--- config.mk ---
export PLATFORM = sky130hd
export DESIGN_NAME = mbf_decim_fifo_flat
export DESIGN_NICKNAME = d
export VERILOG_FILES = /design/src/rtl/mbf_decim_fifo_if.sv /design/src/rtl/mbf_decim_fifo.sv /design/src/flat_wrapper.sv
export SDC_FILE = /design/constraint.sdc
export NUM_CORES = 1
export LEC_CHECK = 0
export BUFFER_PORTS_ARGS = -buffer_cell sky130_fd_sc_hd__buf_2
export CORE_UTILIZATION = 54
export CTS_CLUSTER_DIAMETER = 30
export DETAILED_ROUTE_END_ITERATION = 8
export HOLD_SLACK_MARGIN = 0.05
export PLACE_DENSITY = 0.75
export SLEW_MARGIN = 20
export SYNTH_ARGS = -nofsm -noshare
export SYNTH_HDL_FRONTEND = slang
export SYNTH_SLANG_ARGS = --single-unit
--- constraint.sdc ---
create_clock -name CLK -period 3.8 [get_ports CLK]
set_input_delay 0.19 -clock CLK [delete_from_list [all_inputs] [get_ports CLK]]
set_output_delay 0.19 -clock CLK [all_outputs]
set_load 0.05 [all_outputs]
--- src/rtl/mbf_decim_fifo_if.sv ---
// mbf_decim_fifo_if: sample input, FIFO output and status signals of the MBF decimating FIFO.
interface mbf_decim_fifo_if #(parameter int AW = 3);
  logic in_valid;
  logic [12:0] x_in;
  logic [12:0] y_in;
  logic out_ready;
  logic out_valid;
  logic [25:0] out_data;
  logic [AW:0] level;
  logic overflow;
  logic burst_done;
  modport master (
    output in_valid, x_in, y_in, out_ready,
    input out_valid, out_data, level, overflow, burst_done
  );
  modport slave (
    input in_valid, x_in, y_in, out_ready,
    output out_valid, out_data, level, overflow, burst_done
  );
endinterface

--- src/rtl/mbf_decim_fifo.sv ---
// mbf_decim_fifo: decimates MBF X/Y bursts into a FWFT FIFO with overflow and end-of-burst reporting.
module mbf_decim_fifo #(
  parameter int DECIM = 2,
  parameter int DEPTH = 8,
  parameter int AW = 3
) (
  input logic CLK,
  input logic RESET,
  mbf_decim_fifo_if.slave bus
);
  localparam int PW = DECIM > 1 ? $clog2(DECIM) : 1;
  typedef enum logic [1:0] {IDLE, RUN, DRAIN, DONE} state_t;
  state_t state, nxt;
  logic [PW-1:0] phase;
  logic [25:0] mem [DEPTH];
  logic [AW-1:0] wp, rp;
  logic [AW:0] level;
  logic overflow, valid, retained, full, push, pop, drained;
  assign retained = bus.in_valid && phase == '0;
  assign full = level == (AW+1)'(DEPTH);
  assign valid = level != '0;
  assign pop = valid && bus.out_ready;
  assign push = retained && (!full || pop);
  assign drained = level == '0 || (level == (AW+1)'(1) && pop);
  assign bus.out_valid = valid;
  assign bus.out_data = valid ? mem[rp] : '0;
  assign bus.level = level;
  assign bus.overflow = overflow;
  always_ff @(posedge CLK) begin
    if (RESET) begin
      phase <= '0;
      wp <= '0;
      rp <= '0;
      level <= '0;
      overflow <= 1'b0;
      state <= IDLE;
    end else begin
      phase <= (!bus.in_valid || phase == PW'(DECIM - 1)) ? '0 : phase + PW'(1);
      if (push) wp <= wp + AW'(1);
      if (pop) rp <= rp + AW'(1);
      level <= level + (AW+1)'(push) - (AW+1)'(pop);
      if (retained && full && !pop) overflow <= 1'b1;
      state <= nxt;
    end
  end
  // The array carries no reset: stale words are unreachable once level is zero.
  always_ff @(posedge CLK) begin
    if (push) mem[wp] <= {bus.x_in, bus.y_in};
  end
  always_comb begin
    nxt = bus.in_valid ? RUN : state == RUN ? DRAIN : state == DRAIN ? (drained ? DONE : DRAIN) : IDLE;
    bus.burst_done = state == DONE;
  end
endmodule

--- src/flat_wrapper.sv ---
// flat-port wrapper written by rule: the top's interface ports become plain ports
module mbf_decim_fifo_flat 
#(
  parameter int DECIM = 2,
  parameter int DEPTH = 8,
  parameter int AW = 3
)
  (CLK, RESET, bus_in_valid, bus_x_in, bus_y_in, bus_out_ready, bus_out_valid, bus_out_data, bus_level, bus_overflow, bus_burst_done);
  mbf_decim_fifo_if #(.AW(AW)) bus_i ();
  input logic CLK;
  input logic RESET;
  input wire logic [$bits(bus_i.in_valid)-1:0] bus_in_valid;
  input wire logic [$bits(bus_i.x_in)-1:0] bus_x_in;
  input wire logic [$bits(bus_i.y_in)-1:0] bus_y_in;
  input wire logic [$bits(bus_i.out_ready)-1:0] bus_out_ready;
  output wire logic [$bits(bus_i.out_valid)-1:0] bus_out_valid;
  output wire logic [$bits(bus_i.out_data)-1:0] bus_out_data;
  output wire logic [$bits(bus_i.level)-1:0] bus_level;
  output wire logic [$bits(bus_i.overflow)-1:0] bus_overflow;
  output wire logic [$bits(bus_i.burst_done)-1:0] bus_burst_done;
  assign bus_i.in_valid = bus_in_valid;
  assign bus_i.x_in = bus_x_in;
  assign bus_i.y_in = bus_y_in;
  assign bus_i.out_ready = bus_out_ready;
  assign bus_out_valid = bus_i.out_valid;
  assign bus_out_data = bus_i.out_data;
  assign bus_level = bus_i.level;
  assign bus_overflow = bus_i.overflow;
  assign bus_burst_done = bus_i.burst_done;
  mbf_decim_fifo #(.DECIM(DECIM), .DEPTH(DEPTH), .AW(AW)) u_core (.CLK(CLK), .RESET(RESET), .bus(bus_i));
endmodule
==> Flow_metrics.wiki <==
{| class="wikitable"
! Metric !! Value
|-
| Period minus WS final || between 2 and 3 ns
|-
| Final Net Count || 566
|-
| Most common cell after layout, fill and taps aside || edfxtp_1
|-
| Number of antenna violations at the first check in global routing || 0
|-
| Setup total negative slack || 0 ns
|-
| Worst hold path class || input port to flop
|-
| Core region area || 15,400 um2
|-
| Clock skew || between 0.01 and 0.015 ns
|-
| Clock tree from TritonCTS || yes
|-
| Fraction of registers with async set/reset || 0%
|-
| Root buffer selected by CTS || clkbuf_16
|-
| Internal power contribution || 5.66 mW
|-
| Die height || between 100 and 150 um
|-
| Crit path capture type || output pin
|-
| Pin count of the biggest net entering global routing || 40
|-
| Simple-gate portion of the synthesized area || under 10%
|-
| Clock insertion delay at the later pin of the skew report || around 0.51 ns
|-
| Vias in the first global route || approximately 4,800
|-
| Number of diodes added for antenna fixing || 0
|-
| Commonest cells after routing, fill and taps aside || edfxtp_1 (208), buf_2 (62), mux4_2 (52)
|-
| Iteration count of the initial detailed-routing pass || 4
|-
| Total global routing overflow || 0
|-
| Final setup violating endpoints || 0
|-
| Post-synthesis to final-layout area growth || 24.6%
|-
| Vias after detailed routing || 4,433
|-
| Number of cells in the finished layout apart from fillers || about 770
|-
| Clock-pin slew of the registers on the worst-case setup and hold paths || ~0.050 ns
|-
| Per-cell via count in the routed design || ~5.8
|-
| Power density of the placed cells || roughly 760 nW/um2
|-
| Number of hold-slack violations in the final timing report || 0
|-
| Data required time at the worst endpoint || between 3 and 4 ns
|-
| Placement Rows || 45
|-
| Clock buffers created by TritonCTS || 39
|-
| Result of the run || finished clean
|-
| Multiplexer fraction of the synthesized cell area || between 10% and 20%
|-
| Max Transition Viols Final || 0
|-
| CTS sink cnt || 225
|-
| Switch share || a little over 30%
|-
| Synthesized area per cell || between 20 and 25 um2
|-
| Final routed wirelength across all metal layers || between 15,000 and 20,000 um
|-
| Sequential fraction of the synthesis area || 75.8%
|-
| Worst Setup Path Type || flop to output pin
|-
| Static leakage power || 3.76 nW
|-
| Starting density of the core || 56.3%
|-
| Horizontal die dimension || approximately 130 um
|-
| Syn Inst Count || 399
|-
| Number of buffer and inverter stages on the critical path || 2
|-
| Number of distinct library cell variants in the gate-level netlist after synthesis || 36
|-
| Comb power frac || between 20% and 30%
|-
| Maximum frequency from static timing analysis || about 340 MHz
|-
| Unrepaired setup endpoints after global routing || false
|-
| Fraction of final layout cells with drive strength greater than 1 || a little over a third
|-
| GPL Wtd Cong || roughly 0.77
|-
| Final worst path period share || approximately three quarters
|-
| Critical-path cell with the highest stage delay || dfxtp_4
|-
| Post-synthesis share of cell area spent on xor and xnor gates || less than 1%
|-
| Die Area || 16,600 um2
|-
| Largest delay contributor family on the critical path || flip-flops
|-
| Crit-path max FO || 39
|-
| First-pass GRT wire length || between 20,000 and 30,000 um
|-
| Number of enable-type register cells in the synthesized netlist || between 200 and 250
|-
| Worst-path cell chain || buf_4, mux4_2, a22o_1, buf_2
|-
| Arrival time at the worst endpoint || ~2.7 ns
|-
| Remaining antenna violation count after routing || 0
|-
| Relative contribution of sequential cells to total power || 36.5%
|-
| Highest cell delay on the worst timing path || 0.86 ns
|-
| Wirelength per Cell || roughly 22 um
|-
| Fraction of the mapped netlist area in compound gates || under 10%
|-
| Synth Cell Area || roughly 8700 um2
|-
| Top flip-flop cell by instance count after synthesis || edfxtp_1
|-
| PortBufs || 62
|-
| Net Count, Synth || 440
|-
| Startpoint kind of the worst setup timing path || flop
|-
| Synth Area in Adders || under 10%
|-
| Max IR drop VDD || between 500 and 600 uV
|-
| Relative slew slack || 46.9%
|-
| Clock network power share || between 40% and 50%
|-
| H-tree lvl count || 2
|-
| Ports placed on the boundary || 63
|-
| Slew of the pin with the lowest slew margin || between 0.7 and 0.8 ns
|-
| Cells after DPL || 666
|-
| Seq cells post-synth || roughly 230
|-
| Synthesis warning total || 0
|-
| Maximum root-to-sink buffer count || 3
|-
| Dominant combinational cell family by area after synthesis || multiplexers
|-
| Detailed router's first-iteration violation count || approximately 280
|-
| Count of max-cap constraint violations || 0
|-
| Dpl hpwl || slightly below 9000 um
|-
| Post-route DRC || 0
|-
| Combined global-route utilization of all metal layers || 21.8%
|-
| Net switching power of the design || approximately 2.5 mW
|}
-- final timing paths --
kind | startpoint | endpoint | slack, ns | depth (start not counted)
worst max register to register | u_core.bus.level[2] | u_core.mem[1][10] | 1.17 | 6
worst min-delay path | bus_in_valid | u_core.state[1] | 0.46 | 3
worst max-delay path | flop | bus_out_data[12] | 0.90 | 4
worst min register to register | u_core.rp[1] | flop | 0.52 | 2
-- registers in the layout, summed over array words and instances (netlist names), named ones only --
| signal | count |
|---|---|
| u_core.mem | 208 |
| u_core.bus.level | 4 |
| u_core.rp | 3 |
| u_core.wp | 3 |
| u_core.state | 2 |
| u_core.bus.overflow | 1 |
| u_core.phase | 1 |
-- cells by family after synthesis --
logic type               after synthesis
AND/OR/NAND/NOR                       39
buffers and inverters                 29
XOR/XNOR                               1
flip-flops                           225
multiplexers                          57
AO/OA/AOI/OAI                         37
adder cells (fa/ha/maj)               11
-- final cells by class --
type	instances	area (um2)
multi-input cells	145	1960
inverters	9	33.8
well taps	211	264
clock buffers	45	1050
clock inverters	25	214
repair buffers	105	706
flip-flops and latches	225	6590
fillers	977	4610
-- timing repair --
| item | in CTS | in global routing |
|---|---|---|
| gates resized for setup | 0 | 0 |
| buffers inserted | 0 | 0 |
| endpoints found under the hold margin | 214 | 0 |
| hold buffers | 29 | 0 |
-- power by group through the flow --
stage	Combinational, mW	Sequential, mW	Clock, mW
after global placement	1.86	3.03	0
after detailed placement	1.89	3.05	0
after CTS	1.93	3.00	3.35
after global routing	2.02	3.02	3.45
final	1.91	2.99	3.30
after floorplan	1.50	2.99	0
-- cells in the mapped netlist, types with 2 or more instances --
cell / n / area share [%]
and4b_1: 3 / 0.35
mux4_2: 52 / 13
buf_4: 3 / 0.26
nand2b_1: 5 / 0.36
mux2_2: 4 / 0.52
a21oi_1: 6 / 0.35
or3_1: 2 / 0.14
inv_1: 8 / 0.35
buf_2: 6 / 0.35
dfxtp_1: 17 / 3.9
nand3_1: 2 / 0.12
clkbuf_1: 4 / 0.17
nor2_1: 10 / 0.43
ha_1: 10 / 1.4
buf_6: 6 / 0.78
nor4bb_1: 3 / 0.35
nor2b_1: 6 / 0.43
a22o_1: 26 / 2.6
edfxtp_1: 208 / 72
o21ai_0: 2 / 0.12
-- worst register-to-register path: stages (launching register included) --
cell and delay [ns]:
dfxtp_1 0.32, inv_1 0.07, ha_1 0.23, nand2b_1 0.19, a21oi_1 0.62, nor4bb_4 0.42
buf_4 0.43
-- layer usage --
metal / routed length [um] / global-route usage, % / vias to the layer above
met1: 6560 / 26.8 / 2264
met5: 0 / 0 / -
met3: 1350 / 6.20 / 36
li1: - / - / 1935
met2: 8610 / 37.4 / 198
met4: 357 / 7.68 / 0
-- metrics by stage --
stage	setup slack (ns)	hold slack [ns]	util, %	total power [mW]	instance area [um2]
after floorplan	0.191	0.268	-	4.50	8700
after global routing	0.700	0.458	70.1	8.49	10800
after global placement	1.33	0.420	60.0	4.90	9260
after CTS	0.837	0.437	70.1	8.28	10800
final	0.896	0.460	70.1	8.21	10800
after detailed placement	1.19	0.429	60.0	4.94	9260
Note: power is estimated with default switching activity, not from simulation.
